===== src/rtl/mod_74x165_tx.sv =====
// rtl/mod_74x165_tx.sv - 74x165-style parallel-in serial-out frame transmitter
//
// Loads a WIDTH-bit word on a LOAD/READY handshake and shifts it out MSB
// first on QH, with QH_N as its registered complement. The line idles high.
// DONE pulses for one cycle after the last bit of a frame. A LOAD seen in
// the DONE cycle starts the next frame immediately, so frames can run
// back-to-back with a single idle-high separator bit.
//
// Optional feature, enabled by defining MOD_74X165_TX_PARITY_EN:
//   an even-parity bit (XOR of the loaded word) is appended after bit 0,
//   which delays DONE by one bit time.
//
// Parameters:
//   WIDTH  data bits per frame (2..16)
//
// Ports:
//   CLK    in   rising-edge clock
//   RST    in   synchronous reset, active-high, overrides all other inputs
//   D      in   parallel data, bit WIDTH-1 is transmitted first
//   LOAD   in   load request, taken only while READY is high
//   INH    in   clock inhibit, freezes a frame in progress while high
//   READY  out  a LOAD on this cycle will be accepted
//   BUSY   out  a frame is being transmitted
//   QH     out  serial data, idles high
//   QH_N   out  complement of QH
//   DONE   out  one-cycle pulse after the final frame bit

module mod_74x165_tx #(
  parameter int WIDTH = 8
) (
  input  logic             CLK,
  input  logic             RST,
  input  logic [WIDTH-1:0] D,
  input  logic             LOAD,
  input  logic             INH,
  output logic             READY,
  output logic             BUSY,
  output logic             QH,
  output logic             QH_N,
  output logic             DONE
);

  // Wide enough to hold WIDTH itself, so the counter cannot wrap in a frame.
  localparam int CW = $clog2(WIDTH + 1);

  typedef enum logic [1:0] {
    S_IDLE  = 2'd0,
    S_SHIFT = 2'd1,
`ifdef MOD_74X165_TX_PARITY_EN
    S_PAR   = 2'd2,
`endif
    S_DONE  = 2'd3
  } state_t;

  state_t           state_q, state_d;
  logic [WIDTH-1:0] shift_q, shift_d;
  logic [CW-1:0]    count_q, count_d;
`ifdef MOD_74X165_TX_PARITY_EN
  logic             parity_q, parity_d;
`endif

  logic ready_q, ready_d;
  logic busy_q,  busy_d;
  logic qh_q,    qh_d;
  logic qh_n_q;
  logic done_q,  done_d;

  // Next-state logic.
  always_comb begin
    state_d  = state_q;
    shift_d  = shift_q;
    count_d  = count_q;
`ifdef MOD_74X165_TX_PARITY_EN
    parity_d = parity_q;
`endif

    case (state_q)
      // IDLE and DONE both present READY=1, so both accept a load. INH is
      // deliberately ignored here; it only freezes a frame already running.
      S_IDLE, S_DONE: begin
        if (LOAD) begin
          state_d  = S_SHIFT;
          shift_d  = D;
          count_d  = '0;
`ifdef MOD_74X165_TX_PARITY_EN
          parity_d = ^D;
`endif
        end else begin
          state_d = S_IDLE;
        end
      end

      S_SHIFT: begin
        if (!INH) begin
          shift_d = {shift_q[WIDTH-2:0], 1'b0};
          count_d = count_q + CW'(1);
          if (count_q == CW'(WIDTH - 1)) begin
`ifdef MOD_74X165_TX_PARITY_EN
            state_d = S_PAR;
`else
            state_d = S_DONE;
`endif
          end
        end
      end

`ifdef MOD_74X165_TX_PARITY_EN
      S_PAR: begin
        if (!INH) begin
          state_d = S_DONE;
        end
      end
`endif

      default: begin
        state_d = S_IDLE;
      end
    endcase
  end

  // Outputs are decoded from the next state so that they can be registered
  // and still line up with the state they describe.
  always_comb begin
    ready_d = 1'b1;
    busy_d  = 1'b0;
    qh_d    = 1'b1;
    done_d  = 1'b0;

    case (state_d)
      S_SHIFT: begin
        ready_d = 1'b0;
        busy_d  = 1'b1;
        qh_d    = shift_d[WIDTH-1];
      end
`ifdef MOD_74X165_TX_PARITY_EN
      S_PAR: begin
        ready_d = 1'b0;
        busy_d  = 1'b1;
        qh_d    = parity_d;
      end
`endif
      S_DONE: begin
        done_d = 1'b1;
      end
      default: begin
      end
    endcase
  end

  always_ff @(posedge CLK) begin
    if (RST) begin
      state_q  <= S_IDLE;
      shift_q  <= '0;
      count_q  <= '0;
`ifdef MOD_74X165_TX_PARITY_EN
      parity_q <= 1'b0;
`endif
      ready_q  <= 1'b1;
      busy_q   <= 1'b0;
      qh_q     <= 1'b1;
      qh_n_q   <= 1'b0;
      done_q   <= 1'b0;
    end else begin
      state_q  <= state_d;
      shift_q  <= shift_d;
      count_q  <= count_d;
`ifdef MOD_74X165_TX_PARITY_EN
      parity_q <= parity_d;
`endif
      ready_q  <= ready_d;
      busy_q   <= busy_d;
      qh_q     <= qh_d;
      // Separate flop rather than an inverter so QH_N is a true register
      // output that is guaranteed complementary to QH on every cycle.
      qh_n_q   <= ~qh_d;
      done_q   <= done_d;
    end
  end

  assign READY = ready_q;
  assign BUSY  = busy_q;
  assign QH    = qh_q;
  assign QH_N  = qh_n_q;
  assign DONE  = done_q;

endmodule


===== config.mk =====
export PLATFORM = sky130hd
export DESIGN_NAME = mod_74x165_tx
export DESIGN_NICKNAME = d
export VERILOG_FILES = /design/src/rtl/mod_74x165_tx.sv
export SDC_FILE = /design/constraint.sdc
export NUM_CORES = 1
export LEC_CHECK = 0
export ABC_AREA = 1
export BUFFER_PORTS_ARGS = -buffer_cell sky130_fd_sc_hd__buf_2
export CAP_MARGIN = 20
export CORE_MARGIN = 2
export CORE_UTILIZATION = 35
export CTS_CLUSTER_SIZE = 28
export DETAILED_ROUTE_END_ITERATION = 8
export GPL_TIMING_DRIVEN = 0
export HOLD_SLACK_MARGIN = 0.1
export SLEW_MARGIN = 0
export SYNTH_ARGS = -nofsm -noshare
export SYNTH_HDL_FRONTEND = slang
export SYNTH_SLANG_ARGS = --single-unit

===== constraint.sdc =====
create_clock -name CLK -period 1.8 [get_ports CLK]
set_clock_uncertainty 0.05 [all_clocks]
set_input_delay 0.09 -clock CLK [delete_from_list [all_inputs] [get_ports CLK]]
set_output_delay 0.09 -clock CLK [all_outputs]
set_load 0.02 [all_outputs]

### Yosys cells after proc, flatten, opt, wreduce, memory -nomap -nowiden

Cells that the tools add are included.

* output and inout bits: 5
* memory bits (writable): 0
* bits in latches: 0
* register bits after elaboration: 19
* memory bits (read-only): 0
* logic and storage cells: 36
* memories: 0
* bits of input ports: 12

* order comparisons: 0
* bitwise operators: 1
* reductions and logical operators: 4
* shifts and indexed selects: 0
* multiply operators: 0
* multiplexer cells: 14
* div/mod/pow operators: 0
* add/sub/neg operators: 1
* equal/unequal tests: 7

Operators by type and width (number)
* 8-bit two-way mux: 2
* 8-bit case mux with 2 select lines: 1
* 4-bit two-way mux: 2
* 4-bit case mux with 2 select lines: 1
* 1-bit two-way mux: 5
* 4-bit by 1-bit adder with 4-bit output (second input constant): 1
* 2-bit by 1-bit == test with 1-bit output (second input constant): 2
* 2-bit == test (second input constant): 2
* 4-bit by 3-bit == test with 1-bit output (second input constant): 1
* 2-bit two-way mux: 2
* 2-bit != test (second input constant): 2
* 2-bit case mux with 2 select lines: 1
* 3-bit AND reduction: 1
* 2-bit logical NOT: 1
* 2-bit nonzero test: 1
* 2-bit OR reduction: 1
* 1-bit inverter: 1

### Logic depth before layout (Yosys ltp)

* word-level depth: 7
* depth in mapped cells: 11
* depth with buffers taken out: 10

### Worst setup path after synthesis

OpenSTA, ideal clock, no wires.

* path kind: register -> register
* start point: reg state_q[0]
* end point: reg shift_q[2]
* data required time: 1.679 ns
* data arrival time: 1.287 ns
* slack: 0.393 ns
* buffers on the path: 2
* library setup time: 0.071 ns
* stages on the path, launching flop included: 10
* cell sequence: dfxtp_1 inv_1 ha_1 buf_6 nand2_4 nand2_4 nor2_4 buf_6 nand3_1 a21oi_1

* word-level cells in the longest chain between the ends: 4
* elaborated cells between the ends (all ways): 9
* those cells by class: eq/ne (4); mux (1); reduce/logical (4)

RTL lines
* start, declared: line 55 `state_t state_q, state_d;`
* start signal, assigned: line 164 `state_q <= state_d;`
* 2-bit == test / 2-bit logical NOT (equally long branches): line 77 `case (state_q)`
* 2-bit OR reduction: line 77
* 2-bit != test (no line) / 2-bit nonzero test (equally long branches)
* 3-bit AND reduction (no line)
* end signal, assigned: line 165 `shift_q <= shift_d;`
* end, declared: line 56 `logic [WIDTH-1:0] shift_q, shift_d;`

Parallel ways exist; a longest one is shown, timed or not.
A chain may end at the register's enable or synchronous reset.

### Worst setup path in the final report

* start point: reg state_q[0]
* end point: reg count_q[2]

* word-level cells in the longest chain between the ends: 4
* elaborated cells between the ends (all ways): 9
* those cells by class: eq/ne (4); mux (1); reduce/logical (4)

RTL lines
* 2-bit == test / 2-bit logical NOT (equally long branches): line 77
* 2-bit OR reduction: line 77
* 2-bit != test (no line) / 2-bit nonzero test (equally long branches)
* 3-bit AND reduction (no line)
* end signal, assigned: line 166 `count_q <= count_d;`
* end, declared: line 57 `logic [CW-1:0] count_q, count_d;`

Parallel ways exist; a longest one is shown, timed or not.

==> results.py <==
metrics = {
    "run_status": {
        "status": "complete, no violations",
    },
    "timing": {
        "fin_ws_ns": 0.2324,
        "finalHoldViolations": 0,
        "slew-limit-headroom": 0.6580,
        "final.setup.tns_ns": 0,
        "drv_slew": 0,
        "worstMarginPinSlew_ns": 0.5129,
        "timing.hold.ws_ns": 0.1140,
        "rsz0062_at_grt": "no",
        "fmax_mhz": 637.9,
        "fin_crit_sh": 0.8709,
        "final-setup-viol-count": 0,
        "fin_crit_ns": 1.568,
    },
    "clocking": {
        "clk_pin_slew_ns": 0.11,
        "cts_buffers": 3,
        "htree_levels": 1,
        "numClockSinks": 19,
        "ctsResizeCount": 0,
        "clk_latency_ns": 0.30,
        "cts_tree": "built",
        "cts_hold_buf": 5,
        "clock-root-buffer": "clkbuf_4",
        "cts_setup_buffers": 0,
        "cts_buffer_depth": 2,
    },
    "pwr": {
        "p_leak_uw": 0.0005245,
        "ir_drop_uv": 574.4,
        "power_density_nw_per_um2": 751.5,
    },
    "critical_path": {
        "cp_max_fo": 10,
        "rr_startpoint": "state_q[0]$_SDFF_PP0_",
        "cp_data_arrival_time_ns": 1.72,
        "worstSetupEndpointType": "flip-flop",
        "regToRegEndpoint": "count_q[2]$_SDFFE_PP0P_",
        "cp-startpoint": "state_q[0]$_SDFF_PP0_",
        "start_kind": "flip-flop",
        "reg2reg_setup_slack_ns": 0.23,
        "critPathKind": "reg -> reg",
        "r2r_cells": 7,
        "worstPathRequired_ns": 1.95,
    },
    "finish": {
        "fin_cells": 177,
        "area_growth_pct": 20.68,
        "antenna_cells": 0,
        "register_area_um2": 380.4,
        "multi_input_area_um2": 439.2,
        "post-route-util": 0.4480,
        "layout-drive-gt1-share": 0.2109,
        "fillCellCount": 272,
        "fin_nets": 163,
    },
    "floorplan": {
        "fp.dieW_um": 55.26,
        "rows": 18,
        "fp.dieH_um": 55.26,
        "start_util": 0.3712,
        "die-area_um2": 3054,
        "pin_count": 17,
        "fp.coreArea_um2": 2477,
    },
    "route": {
        "drtPass1Iterations": 4,
        "wl_um": 1940,
        "viasPerCell": 4.723,
        "wl_per_cell_um": 10.96,
        "via_count": 836,
        "drt_iter0_drc": 12,
        "drc": 0,
        "ant_nets": 0,
    },
    "global_routing": {
        "antenna_found_initial": 0,
        "grt_pass1_wl_um": 3519,
        "overflow": 0,
        "grt_max_degree": 12,
        "grt_pass1_vias": 792,
        "track_usage": 0.1443,
    },
    "placed_design": {
        "dp.final_hpwl_um": 1384,
        "portBuffers": 15,
        "dp_slack_ns": 0.2601,
        "placed_cells": 168,
        "gp_congestion": 0.7734,
    },
    "logic_synthesis": {
        "yosys_warnings": 0,
        "yosysUniqueCellTypes": 16,
        "synth_fp_nets": 138,
        "avgSynthCellArea_um2": 7.477,
        "syn_area_um2": 919.6,
        "synth_cells": 123,
        "ys_ff_latch": 19,
        "ys_seq_area_frac": 0.4136,
    },
    "min_path": {
        "min_to": "shift_q[6]$_SDFFE_PP0P_",
        "hold_depth": 5,
        "min_path_type": "in -> reg",
        "worstHoldStart": "D[6]",
    },
    "flow_run": {
        "maxCapViolations": 0,
    },
}
Yosys cell counts, drive strengths merged:
| cell type | instances | area share |
|---|---|---|
| nand2 | 33 | 0.15 |
| nand3 | 23 | 0.14 |
| dfxtp | 19 | 0.41 |
| inv | 13 | 0.056 |
| a21oi | 12 | 0.065 |
| nor2 | 11 | 0.061 |
| buf | 4 | 0.049 |
| ha | 3 | 0.041 |
| o21ai | 3 | 0.016 |
| and3 | 1 | 0.0068 |
| clkbuf | 1 | 0.0041 |
worst max-delay path by stage:
| stage | cells after the start | endpoint | slack [ns] |
|---|---|---|---|
| 2_1_floorplan | 9 | shift_q[2]$_SDFFE_PP0P_ | 0.39 |
| 3_3_place_gp | 7 | count_q[2]$_SDFFE_PP0P_ | 0.27 |
| 3_5_place_dp | 7 | count_q[2]$_SDFFE_PP0P_ | 0.26 |
| 4_1_cts | 7 | count_q[2]$_SDFFE_PP0P_ | 0.22 |
| 5_1_grt | 9 | shift_q[1]$_SDFFE_PP0P_ | 0.11 |
| 6_report | 7 | count_q[2]$_SDFFE_PP0P_ | 0.23 |
power by group:
| part | total, uW | switching [uW] | internal, uW |
|---|---|---|---|
| Combinational | 168 | 100 | 67.2 |
| Clock | 219 | 136 | 82.8 |
| Sequential | 448 | 7.69 | 440 |
per-stage QoR:
stage	total power (uW)	instance area, um2
4_1_cts	850.5	1110
3_3_place_gp	616.0	1032
2_1_floorplan	574.2	919.6
5_1_grt	891.5	1110
6_report	834.0	1110
3_5_place_dp	618.3	1032
layout by cell type, fill, tap and decap left out:
cell,instances
a21oi_1,12
and3_1,1
buf_2,15
buf_6,4
clkbuf_1,1
clkbuf_4,3
clkinv_2,1
dfxtp_1,19
dlygate4sd3_1,5
ha_1,3
inv_1,11
inv_2,1
inv_4,1
nand2_1,31
nand2_4,2
nand3_1,21
nand3_2,2
nor2_1,9
nor2_4,2
o21ai_0,3
kinds of logic (layout without fill, tap and decap cells):
kind of cell | Yosys count | after routing | synth area share
buffers and inverters | 18 | 42 | 0.1088
and+or+nand+nor | 68 | 68 | 0.3551
AOI/OAI and AO/OA | 15 | 15 | 0.08163
adders and majority gates | 3 | 3 | 0.04082
DFF | 19 | 19 | 0.4136
sequential cells by signal (all words and copies together), names as in the netlist:
signal	cells
BUSY	1
shift_q	8
READY	1
state_q	2
DONE	1
QH_N	1
count_q	4
QH	1
worst max-delay path: stages (launching register included):
cell     delay [ns]
dfxtp_1        0.35
inv_1          0.05
ha_1           0.29
buf_6          0.15
nand2_4        0.08
nand3_2        0.21
o21ai_0        0.22
nor2_1         0.06
layer usage:
metal,global-route usage,routed length [um],vias up
met3,0.02108,30,5
met4,0.08362,48,0
met2,0.2228,868,8
met1,0.1910,992,380
met5,0,0,-
li1,-,-,443
cell type report:
cell class	instances	area share
repair buffers	20	0.1127
clock inverters	1	0.004510
plain buffers	5	0.04397
well taps	30	0.03382
clock buffers	3	0.02029
flip-flops and latches	19	0.3427
multi-input cells	86	0.3957
inverters	13	0.04622
Note: power is estimated with default switching activity, not from simulation.
